<file path="config.mk">
export PLATFORM = sky130hd
export DESIGN_NAME = uart_tx_fifo
export DESIGN_NICKNAME = d
export VERILOG_FILES = /design/src/rtl/uart_tx_fifo.sv
export SDC_FILE = /design/constraint.sdc
export NUM_CORES = 1
export LEC_CHECK = 0
export ABC_AREA = 1
export CAP_MARGIN = 20
export CORE_ASPECT_RATIO = 0.9
export CORE_UTILIZATION = 55
export DETAILED_ROUTE_END_ITERATION = 8
export PLACE_DENSITY = 0.74
export SYNTH_ARGS = -nofsm -noshare
export SYNTH_HDL_FRONTEND = slang
export SYNTH_SLANG_ARGS = --single-unit
</file>
<file path="constraint.sdc">
create_clock -name clk -period 5.75 [get_ports clk]
set_input_delay 1.725 -clock clk [delete_from_list [all_inputs] [get_ports clk]]
set_output_delay 1.725 -clock clk [all_outputs]
set_load 0.02 [all_outputs]
</file>
<file path="src/rtl/uart_tx_fifo.sv">
// Transmit FIFO in front of a UART transmitter: buffers bytes at full clock rate and
// drains them one frame at a time through the send / tx_busy / tx_done handshake.
module uart_tx_fifo #(
    parameter int DATA_WIDTH = 8,
    parameter int ADDR_WIDTH = 4
) (
    input  logic                  clk,
    input  logic                  reset,
    input  logic                  wr_en,
    input  logic [DATA_WIDTH-1:0] wr_data,
    input  logic                  clr_ovf,
    output logic                  full,
    output logic                  empty,
    output logic [ADDR_WIDTH:0]   count,
    output logic                  overflow,
    input  logic                  tx_busy,
    input  logic                  tx_done,
    output logic                  send,
    output logic [DATA_WIDTH-1:0] tx_data_out
);

    localparam int DEPTH = 1 << ADDR_WIDTH;
    localparam logic [ADDR_WIDTH:0] DEPTH_CNT = (ADDR_WIDTH + 1)'(DEPTH);

    typedef enum logic [1:0] {
        IDLE,
        WAIT_BUSY,
        WAIT_DONE
    } state_t;

    logic [DATA_WIDTH-1:0] mem_q [DEPTH];
    logic [ADDR_WIDTH-1:0] wp_q, wp_d;
    logic [ADDR_WIDTH-1:0] rp_q, rp_d;
    logic [ADDR_WIDTH:0]   count_q, count_d;
    state_t                state_q, state_d;
    logic                  send_q, send_d;
    logic                  overflow_q, overflow_d;
    logic [DATA_WIDTH-1:0] tx_data_q, tx_data_d;
    logic                  push;
    logic                  pop;

    // Flags come straight from the registered count, so no input reaches them combinationally.
    assign full        = (count_q == DEPTH_CNT);
    assign empty       = (count_q == '0);
    assign count       = count_q;
    assign overflow    = overflow_q;
    assign send        = send_q;
    assign tx_data_out = tx_data_q;

    always_comb begin
        push = wr_en && !full;
        pop  = (state_q == IDLE) && !empty && !tx_busy;

        wp_d = push ? wp_q + 1'b1 : wp_q;
        rp_d = pop  ? rp_q + 1'b1 : rp_q;

        count_d = count_q;
        if (push && !pop) begin
            count_d = count_q + 1'b1;
        end else if (!push && pop) begin
            count_d = count_q - 1'b1;
        end

        // A dropped write outranks a clear arriving in the same cycle.
        overflow_d = overflow_q;
        if (wr_en && full) begin
            overflow_d = 1'b1;
        end else if (clr_ovf) begin
            overflow_d = 1'b0;
        end

        send_d    = pop;
        tx_data_d = pop ? mem_q[rp_q] : tx_data_q;

        state_d = state_q;
        unique case (state_q)
            IDLE: begin
                if (pop) begin
                    state_d = WAIT_BUSY;
                end
            end
            WAIT_BUSY: begin
                if (tx_done) begin
                    state_d = IDLE;
                end else if (tx_busy) begin
                    state_d = WAIT_DONE;
                end
            end
            WAIT_DONE: begin
                if (tx_done) begin
                    state_d = IDLE;
                end
            end
            default: state_d = IDLE;
        endcase
    end

    always_ff @(posedge clk or negedge reset) begin
        if (!reset) begin
            wp_q       <= '0;
            rp_q       <= '0;
            count_q    <= '0;
            state_q    <= IDLE;
            send_q     <= 1'b0;
            overflow_q <= 1'b0;
            tx_data_q  <= '0;
        end else begin
            wp_q       <= wp_d;
            rp_q       <= rp_d;
            count_q    <= count_d;
            state_q    <= state_d;
            send_q     <= send_d;
            overflow_q <= overflow_d;
            tx_data_q  <= tx_data_d;
        end
    end

    // Storage carries no reset; its contents are meaningless until written.
    always_ff @(posedge clk) begin
        if (push) begin
            mem_q[wp_q] <= wr_data;
        end
    end

endmodule

</file>
==> run metrics, run 1 <==
run status=completed; maximum VDD drop=between 0.3 and 0.4 mV; hpwl dp=9540 µm; global-route wire length before repair=23300 µm; total global-route track usage=0.250; buffers inserted by post-CTS timing repair=0; main combinational cell family by area after synthesis=simple AND/OR/NAND/NOR gates; cell area after layout=between 7000 and 8000 µm²; Pins Over Slew Limit=0; start point of the critical path=count[2]$_DFFE_PN0P_; capturing element type of the critical path=output port; Avg WL per Cell=16.8 µm; fraction of the cycle the final worst path needs=0.647; required time of the critical path=4.03 ns; Top Ports=31; number of enable flip-flop cells after synthesis=128; Worst-Margin Slew=1.13 ns; area share of xor/xnor cells in the synthesized design=0.0128; Synth Register Bits=153; dominant cell type by area after synthesis=sky130_fd_sc_hd__edfxtp_1; number of H-tree levels=4; area fraction in and, or, nand and nor cells after synthesis=0.210; post-layout minimum cycle time=3.72 ns; standard cell core area=12100 µm²; worst-skew pair later-pin latency=0.42 ns; die span in y=around 110 µm; final-layout setup total negative slack=0 ns; via count of the first global-routing pass=4600; fraction of post-synthesis cell area in the top cell type by area=0.564; mean number of vias per cell=5.35; multiplexer share of the synthesized area=0; number of endpoints failing setup at the final stage=0; hold buffer count at cts=0; TritonCTS sink count=153; post_cts resized=0; Clock Path Buffers=2; fraction of the mapped netlist area in compound gates=0.00917; standard cell area after detailed placement=7180 µm²; fraction of synthesis flops using an asynchronous set or reset pin=0.163; most used flip-flop cell after synthesis=sky130_fd_sc_hd__edfxtp_1; crit-path max cell delay=0.59 ns; Lkg Pwr=3.44 nW; Area growth, synth to finish=14.7%; # rows=38; number of cells on the worst reg-to-reg path=10; remaining global-route overflow=0; count of unique library cells instantiated by Yosys=24; Synth area leaders=sky130_fd_sc_hd__edfxtp_1 (56%), sky130_fd_sc_hd__nand2_1 (12%), sky130_fd_sc_hd__dfrtp_1 (9.2%); start-to-end type of the worst setup path=flip-flop to output port; top cells by instance count after synthesis=sky130_fd_sc_hd__nand2_1 (216), sky130_fd_sc_hd__edfxtp_1 (128), sky130_fd_sc_hd__inv_1 (113); remaining routing DRC violations=0; count of routing violations after the opening detailed-route iteration=396; number of cells produced by synthesis=674; critical-path maximum fanout=5; Max-slew headroom=0.242; Mapped Nets=699; Reg-to-Reg Start=rp_q[0]$_DFFE_PN0P_; most numerous cell in the Yosys netlist=sky130_fd_sc_hd__nand2_1; RSZ-0062 raised after global routing=false; part of the Yosys area used for sequential elements=0.655; number of antenna violations at the first check in global routing=0; last element of the critical path=empty; total wirelength of the detailed-routed design=14700 µm; TritonCTS clock tree=built; CTS root buf=sky130_fd_sc_hd__clkbuf_16; final design utilization=0.648; maximum number of pins on one net before global-route repair=68; Worst Setup Start Kind=flip-flop; number of vias after detailed routing=4677; number of warnings printed during yosys synthesis=0; Max Cap Viol=0; post-route ant nets=0; Crit Reg-Reg Endpoint=tx_data_out[4]$_DFFE_PN0P_; R2R setup slack=3.21 ns; Fin Clk Skew=0.00722 ns; worst hold-check path type=flip-flop to flip-flop; netlist area before placement=a little under 7000 µm²; gp weighted congestion=a little under 0.9; clock edge transition at the registers on the reported setup and hold paths=0.06 ns; die area=12800 µm²; signal arrival time at the worst endpoint=1.99 ns; detailed-routing iteration count for the pre-antenna-repair pass=5; adder and majority gate portion of the synthesized area=0.0213; starting density of the core=0.565; Max stage delay cell, worst path=sky130_fd_sc_hd__clkdlybuf4s50_1; Final Net Count=726; clock buffer count from CTS=17; fraction of final layout cells sized beyond drive strength 1=0.0602; Final Hold Fails=0; mean instance size in the synthesized netlist=10.1 µm²; count of input and output buffers=30; list of cells traversed by the critical path=nor2_1 > nand3_1 > or2_1 > inv_1 > clkdlybuf4s50_1; highest clock rate=269 MHz; antenna diode count=0; Power Density=506 nW/µm²; Die Wd=119 µm; FILL cells=926
## power by group
| part | total, mW | internal, mW | switching [mW] |
|---|---|---|---|
| Clock | 1.09 | 0.672 | 0.420 |
| Combinational | 1.37 | 0.456 | 0.917 |
| Sequential | 1.49 | 1.38 | 0.116 |
## area by class of cell
cell class                      count  area, µm²  share of cell area
Multi-Input combinational cell    373       1730               0.221
Sequential cell                   153       4470               0.571
Tap cell                          160        200              0.0256
Clock inverter                      8       78.8              0.0101
Inverter                          119        447              0.0571
Clock buffer                       24        514              0.0657
Timing Repair Buffer               37        388              0.0496
## flip-flops by register name, indices dropped and copies added (netlist names)
signal       count
mem_q          128
tx_data_out      8
count            5
rp_q             4
wp_q             4
state_q          2
overflow         1
send             1
## critical path: cells and delay by family, from the launching register on
kind / cells / cell delay, ns
buffers and inverters: 2 / 0.66
AND/OR/NAND/NOR: 3 / 0.48
flip-flops: 1 / 0.44
## cell usage in the layout, fill, tap and decap left out, drive strengths merged
master	synthesis	routed
nand2	218	218
edfxtp	128	128
inv	117	121
nand3	102	102
clkdlybuf4s50	0	30
clkbuf	1	26
dfrtp	25	25
nor3	13	13
ha	10	10
o21ai	9	9
xor2	8	8
nor2	5	5
clkinv	2	5
buf	28	5
a21oi	2	2
xnor2	2	2
or2	1	1
nand4	1	1
o31ai	1	1
fa	1	1
bufinv	0	1
## layer usage
layer | GRT usage | vias up | share of wire | wire length (µm)
met2 | 0.402 | 199 | 0.48 | 7070
met5 | 0 | - | 0 | 0
met3 | 0.0715 | 34 | 0.082 | 1210
met4 | 0.0982 | 0 | 0.023 | 331
li1 | - | 2219 | - | -
met1 | 0.323 | 2225 | 0.41 | 6060
## worst min-delay path by stage
| stage | start | cells past startpoint | to |
|---|---|---|---|
| final | tx_data_out[2]$_DFFE_PN0P_ | 2 | tx_data_out[2]$_DFFE_PN0P_ |
| after global routing | tx_data_out[1]$_DFFE_PN0P_ | 2 | tx_data_out[1]$_DFFE_PN0P_ |
| after CTS | tx_data_out[2]$_DFFE_PN0P_ | 2 | tx_data_out[2]$_DFFE_PN0P_ |
| after detailed placement | tx_data_out[4]$_DFFE_PN0P_ | 2 | tx_data_out[4]$_DFFE_PN0P_ |
| after global placement | tx_data_out[5]$_DFFE_PN0P_ | 2 | tx_data_out[5]$_DFFE_PN0P_ |
| after floorplan | state_q[0]$_DFFE_PN0P_ | 1 | state_q[1]$_DFFE_PN0P_ |
## kinds of logic (layout without fill, tap and decap cells)
| group | count (synthesis) | count (layout) |
|---|---|---|
| simple gates | 340 | 340 |
| flops | 153 | 153 |
| buf+inv | 148 | 188 |
| compound gates | 12 | 12 |
| fa+ha+maj | 11 | 11 |
| xor+xnor | 10 | 10 |
## metrics by stage
| stage | hold WS [ns] | std cells | power, mW | setup slack, ns |
|---|---|---|---|---|
| global placement | 0.469 | 836 | 2.80 | 1.82 |
| finish | 0.489 | 874 | 3.96 | 2.03 |
| global route | 0.525 | 874 | 4.18 | 1.95 |
| CTS | 0.490 | 869 | 3.92 | 2.03 |
| floorplan | 0.475 | 674 | 2.45 | 2.38 |
| detailed placement | 0.469 | 837 | 2.83 | 1.77 |
(Power assumes the default switching activity.)
==> run 2, diff against run 1 <==
Clock period 5.75 ns to 3.43 ns, I/O delays scaled along.
==> run 2 against run 1 <==
  * Sequential power is 64% higher
  * Hold slack got worse by 0.0018 ns
  * Largest cell class unchanged
  * Critical path type unchanged
  * Count of clock-buffer cells in the layout decreased by 5
  * Highest routed layer unchanged
  * Sequential share of layout area down 0.37 points
==> run metrics, run 2 (synthesis results as in run 1) <==
Max stage delay cell, worst path=sky130_fd_sc_hd__clkdlybuf4s50_1 (unchanged); number of cells on the worst reg-to-reg path=12 (was 10); mean number of vias per cell=5.26 (was 5.35); final design utilization=0.652 (was 0.648); net switching fraction of the power=0.383 (was 0.367); start-to-end type of the worst setup path=flip-flop to output port (unchanged); post_cts resized=0 (unchanged); Fin Clk Skew=0.00775 ns (was 0.00722 ns); post-route ant nets=0 (unchanged); run status=completed (unchanged); cell area after layout=7880 µm² (was 7820 µm²); cell-internal power=4.08 mW (was 2.50 mW); total power after layout=6.60 mW (was 3.96 mW); hold buffer count at cts=0 (unchanged); list of cells traversed by the critical path=nor2_1 > nand3_1 > or2_1 > inv_1 > clkdlybuf4s50_1 (unchanged); required time of the critical path=2.40 ns (was 4.03 ns); standard cell core area=12100 µm² (unchanged); critical-path maximum fanout=5 (unchanged); Power Density=838 nW/µm² (was 506 nW/µm²); total global-route track usage=0.251 (was 0.250); Psw=2.53 mW (was 1.45 mW); delay-heaviest family, CP=buffers and inverters (unchanged); standard cell area after detailed placement=7320 µm² (was 7180 µm²); Lkg Pwr=3.49 nW (was 3.44 nW); Area growth, synth to finish=15.5% (was 14.7%); worst-skew pair later-pin latency=0.42 ns (about the same); Reg-to-Reg Start=count[2]$_DFFE_PN0P_ (was rp_q[0]$_DFFE_PN0P_); detailed-routing iteration count for the pre-antenna-repair pass=5 (unchanged); Clock Path Buffers=2 (unchanged); remaining global-route overflow=0 (unchanged); Worst Setup Start Kind=flip-flop (unchanged); via count of the first global-routing pass=4687 (was 4600); max FFs per register=128 (unchanged); RSZ-0062 raised after global routing=false (unchanged); maximum VDD drop=0.508 mV (was 0.328 mV); maximum number of pins on one net before global-route repair=67 (was 68); final-layout setup total negative slack=0 ns (unchanged); hpwl dp=9370 µm (was 9540 µm); total wirelength of the detailed-routed design=14700 µm (about the same); TritonCTS clock tree=built (unchanged); Crit Reg-Reg Endpoint=count[4]$_DFFE_PN0P_ (was tx_data_out[4]$_DFFE_PN0P_); count of routing violations after the opening detailed-route iteration=469 (was 396); Max-slew headroom=0.429 (was 0.242); signal arrival time at the worst endpoint=1.99 ns (about the same); highest clock rate=331 MHz; commonest non-fill, non-tap cells in the layout=sky130_fd_sc_hd__nand2_1 (216), sky130_fd_sc_hd__edfxtp_1 (128), sky130_fd_sc_hd__inv_1 (113) (unchanged); most common cell after layout, fill and taps aside=sky130_fd_sc_hd__nand2_1 (unchanged); gp weighted congestion=0.865 (was 0.889); Final Net Count=742 (was 726); Max Cap Viol=0 (unchanged); buffers inserted by post-CTS timing repair=0 (unchanged); Top Ports=31 (unchanged); Pins Over Slew Limit=0 (unchanged); Avg WL per Cell=16.5 µm (was 16.8 µm); clock edge transition at the registers on the reported setup and hold paths=0.07 ns (was 0.06 ns); clock share of power=0.266 (was 0.276); worst hold-check path type=flip-flop to flip-flop (unchanged); depth of the worst hold-timing path=2 (unchanged); fraction of final layout cells sized beyond drive strength 1=0.0836 (was 0.0602); sequential fraction of design power=0.372 (was 0.377); crit-path max cell delay=0.59 ns (about the same); Final Hold Fails=0 (unchanged); capturing element type of the critical path=output port (unchanged); Comb pwr share=0.362 (was 0.347); starting density of the core=0.565 (unchanged); Worst-Margin Slew=0.854 ns (was 1.13 ns); most flop-heavy register=mem_q (unchanged); global-route wire length before repair=23500 µm (was 23300 µm); antenna diode count=0 (unchanged); WHS Endpoint=tx_data_out[0]$_DFFE_PN0P_ (was tx_data_out[2]$_DFFE_PN0P_); TritonCTS sink count=153 (unchanged); number of antenna violations at the first check in global routing=0 (unchanged); die span in y=108 µm (unchanged); number of endpoints failing setup at the final stage=0 (unchanged); Die Wd=119 µm (unchanged); # rows=38 (unchanged); R2R setup slack=1.12 ns (was 3.21 ns); number of vias after detailed routing=4679 (was 4677); CTS root buf=sky130_fd_sc_hd__clkbuf_16 (unchanged); post-layout minimum cycle time=3.02 ns; fraction of the cycle the final worst path needs=0.880; die area=12800 µm² (unchanged); buffers and inverters on the worst path=2 (unchanged); launch instance of the worst min-delay path=tx_data_out[0]$_DFFE_PN0P_ (was tx_data_out[2]$_DFFE_PN0P_); remaining routing DRC violations=0 (unchanged); count of input and output buffers=30 (unchanged); clock buffer count from CTS=17 (unchanged); number of H-tree levels=4 (unchanged)
## run 2: routing by layer
metal | vias to the layer above | global-route usage | routed length [µm]
met5 | - | 0 | 0
met4 | 0 | 0.0946 | 286
met3 | 31 | 0.0620 | 963
met2 | 177 | 0.412 | 7230
met1 | 2222 | 0.324 | 6250
li1 | 2249 | - | -
## run 2: cell type report
type                            count  area, µm²
Sequential cell                   153       4470
Fill cell                         919       4200
Multi-Input combinational cell    373       1730
Timing Repair Buffer               53        473
Clock buffer                       19        454
Inverter                          119        447
Tap cell                          160        200
Clock inverter                     13        105
## run 2: worst max path at each step
stage / from / to / slack, ns / cells after the start
floorplan: tx_busy / count[4]$_DFFE_PN0P_ / 0.75 / 11
global placement: tx_busy / count[4]$_DFFE_PN0P_ / 0.36 / 11
detailed placement: tx_busy / count[4]$_DFFE_PN0P_ / 0.26 / 11
CTS: count[2]$_DFFE_PN0P_ / empty / 0.39 / 5
global route: count[2]$_DFFE_PN0P_ / empty / 0.28 / 5
finish: count[2]$_DFFE_PN0P_ / empty / 0.41 / 5
## run 2: power by group through the flow
stage / sequential [mW] / combinational (mW) / clock, mW
after floorplan: 2.55 / 1.56 / 0
after global placement: 2.47 / 2.29 / 0
after detailed placement: 2.48 / 2.36 / 0
after CTS: 2.45 / 2.39 / 1.77
after global routing: 2.48 / 2.63 / 1.85
final: 2.45 / 2.39 / 1.76
## run 2: metrics by stage
stage | std cells | hold slack (ns) | setup WS, ns
floorplan | 674 | 0.475 | 0.753
global placement | 858 | 0.469 | 0.362
detailed placement | 858 | 0.473 | 0.264
CTS | 890 | 0.491 | 0.393
global route | 890 | 0.518 | 0.280
finish | 890 | 0.487 | 0.411
## run 2: worst register-to-register path, cell delays in order (launching register included)
cell	delay, ns
sky130_fd_sc_hd__dfrtp_1	0.44
sky130_fd_sc_hd__nor2_1	0.14
sky130_fd_sc_hd__nand3_1	0.09
sky130_fd_sc_hd__or2_1	0.26
sky130_fd_sc_hd__nand2_2	0.09
sky130_fd_sc_hd__ha_1	0.22
sky130_fd_sc_hd__inv_1	0.12
sky130_fd_sc_hd__ha_1	0.33
sky130_fd_sc_hd__a21oi_1	0.15
sky130_fd_sc_hd__o21ai_0	0.11
sky130_fd_sc_hd__xor2_1	0.15
sky130_fd_sc_hd__nand2_1	0.06
sky130_fd_sc_hd__nand2_1	0.05
==> patch (settings of run 2) <==
Make the reset (`reset`) synchronous in one clocked block.
--- a/src/rtl/uart_tx_fifo.sv
+++ b/src/rtl/uart_tx_fifo.sv
@@ -96,5 +96,5 @@
     end
 
-    always_ff @(posedge clk or negedge reset) begin
+    always_ff @(posedge clk) begin
         if (!reset) begin
             wp_q       <= '0;
Behaviour: differs if reset is asserted again (counterexample within 4 cycles, from zero or initial values and one cycle with reset low); with reset held inactive, the same outputs for 10 cycles.
==> patch against run 2 <==
Routed wire length up 3.1%. Via count increased by 1.5%. Highest routed layer unchanged. Setup slack improved by 0.22 ns. Power down 13%. Sequential power down 9.0%. Sequential cell count unchanged. Critical path depth fell by 1. Cell area down 1.7%. Clock power is 16% higher. Area after synthesis down 1.9%.
==> patch: results (changes against run 2) <==
critPathArrivalTime_ns: 1.77  # -0.22 ns
p_leak_nw: 3.24  # -7.1%
fin_area_um2: 7740  # -1.7%
clkCellAreaFrac_pct: 8.41  # +1.3 points
layout-drive-gt1-share_pct: 7.19  # -1.2 points
multi_input_gates: 404  # +8.3%
nNonClkBuffers: 38  # -28%
n_all_inverters: 96  # -19%
power_frac_clock_pct: 35.7  # +9.1 points
dpl.hpwl_um: 9630  # +2.8%
synth_top_cells_by_count: "220 x nand2_1, 128 x edfxtp_1, 94 x nand3_1, 88 x inv_1, 39 x nor2_1"
async_flop_share_pct: 0  # -16 points
p_clk_mw: 2.04  # +16%
vias: 4751  # +1.5%
r2r_end: "count[4]$_SDFFE_PN0P_"
place_ws_ns: 0.249  # -0.0159 ns
synthesis.nets: 705  # +0.86%
hold_slack_ns: 0.468  # -0.0190 ns
reg2reg_slack_ns: 1.14  # +0.02 ns
min_to: "overflow$_SDFFE_PN0P_"
cts_buffer_depth: 2  # unchanged
dpl_cell_area_um2: 7090  # -3.1%
multi_input_area_share_pct: 23.6  # +1.7 points
sequential_cell_total: 153  # unchanged
crit_start: "count[3]$_SDFFE_PN0P_"
ys_types: 25  # +4.2%
ys_seq_area_share_pct: 64.9  # -0.60 points
io_buffers: 30  # unchanged
seq_area_share_pct: 56.2  # -0.61 points
cts_root_buf: "clkbuf_16"
slew_headroom_pct: 41.9  # -1.0 points
dp_cells: 847  # -1.3%
netlist_area_um2: 6690  # -1.9%
endpoint: "full"
ys_top_cells_by_area: "edfxtp_1 57%, nand2_1 12%, dfxtp_1 7.5%, nand3_1 7.0%, inv_1 4.9%"
ir_worst_vdd_v: 0.000428  # -16%
drt_iter0_markers: 596  # +27%
switching_share_pct: 31.3  # -7.0 points
finalCritPeriodShare_pct: 81.7  # -6.3 points
grt_pass1_vias: 4644  # -0.92%
gp_congestion: 0.902  # +4.3%
worst_clock_skew_ns: 0.00545  # -0.00230 ns
max_stage_delay_ns: 0.60
nClkBuffers: 18  # -1
grt_pass1_wl_um: 23600  # +0.29%
seq-power_mw: 2.23  # -9.0%
outcome: "finished, final reports clean"
grt_usage_pct: 25.7  # +0.66 points
fill_cells: 886  # -3.6%
bufAreaShareNonClock_pct: 4.66  # -1.3 points
cp_max_fo: 4  # -1
max_flop_register: "mem_q"
worstHoldStart: "overflow$_SDFFE_PN0P_"
final_cells: 879  # -1.2%
drt_wl_total_um: 15200  # +3.1%
nNetsFinal: 735  # -0.94%
syn_inst: 680  # +0.89%
[patch: cell types whose count changed after synthesis, moves of 8 or more]
cell	change
dfxtp_1	+25
dfrtp_1	-25
inv_1	-25
nor3_1	-13
a21oi_1	+15
nand3_1	-8
nor2_1	+34
[patch: metal layers]
layer  vias to the layer above  GRT usage [%]  part of all wire (%)  wire length (um)
met2                       199           40.6                    47              7190
met5                         -              0                     0                 0
met1                      2242           32.9                    42              6390
li1                       2261              -                     -                 -
met4                         0           11.3                   2.6               392
met3                        49           8.03                   8.0              1210
[patch: cells by family (layout without fill, tap and decap cells)]
group | count (synthesis) | count (layout) | share of synthesized area, %
AO/OA/AOI/OAI | 27 | 27 | 2.06
XOR/XNOR | 5 | 5 | 0.655
adder cells (fa/ha/maj) | 11 | 11 | 2.17
buffers and inverters | 123 | 166 | 7.80
flip-flops | 153 | 153 | 64.9
AND/OR/NAND/NOR | 361 | 361 | 22.4
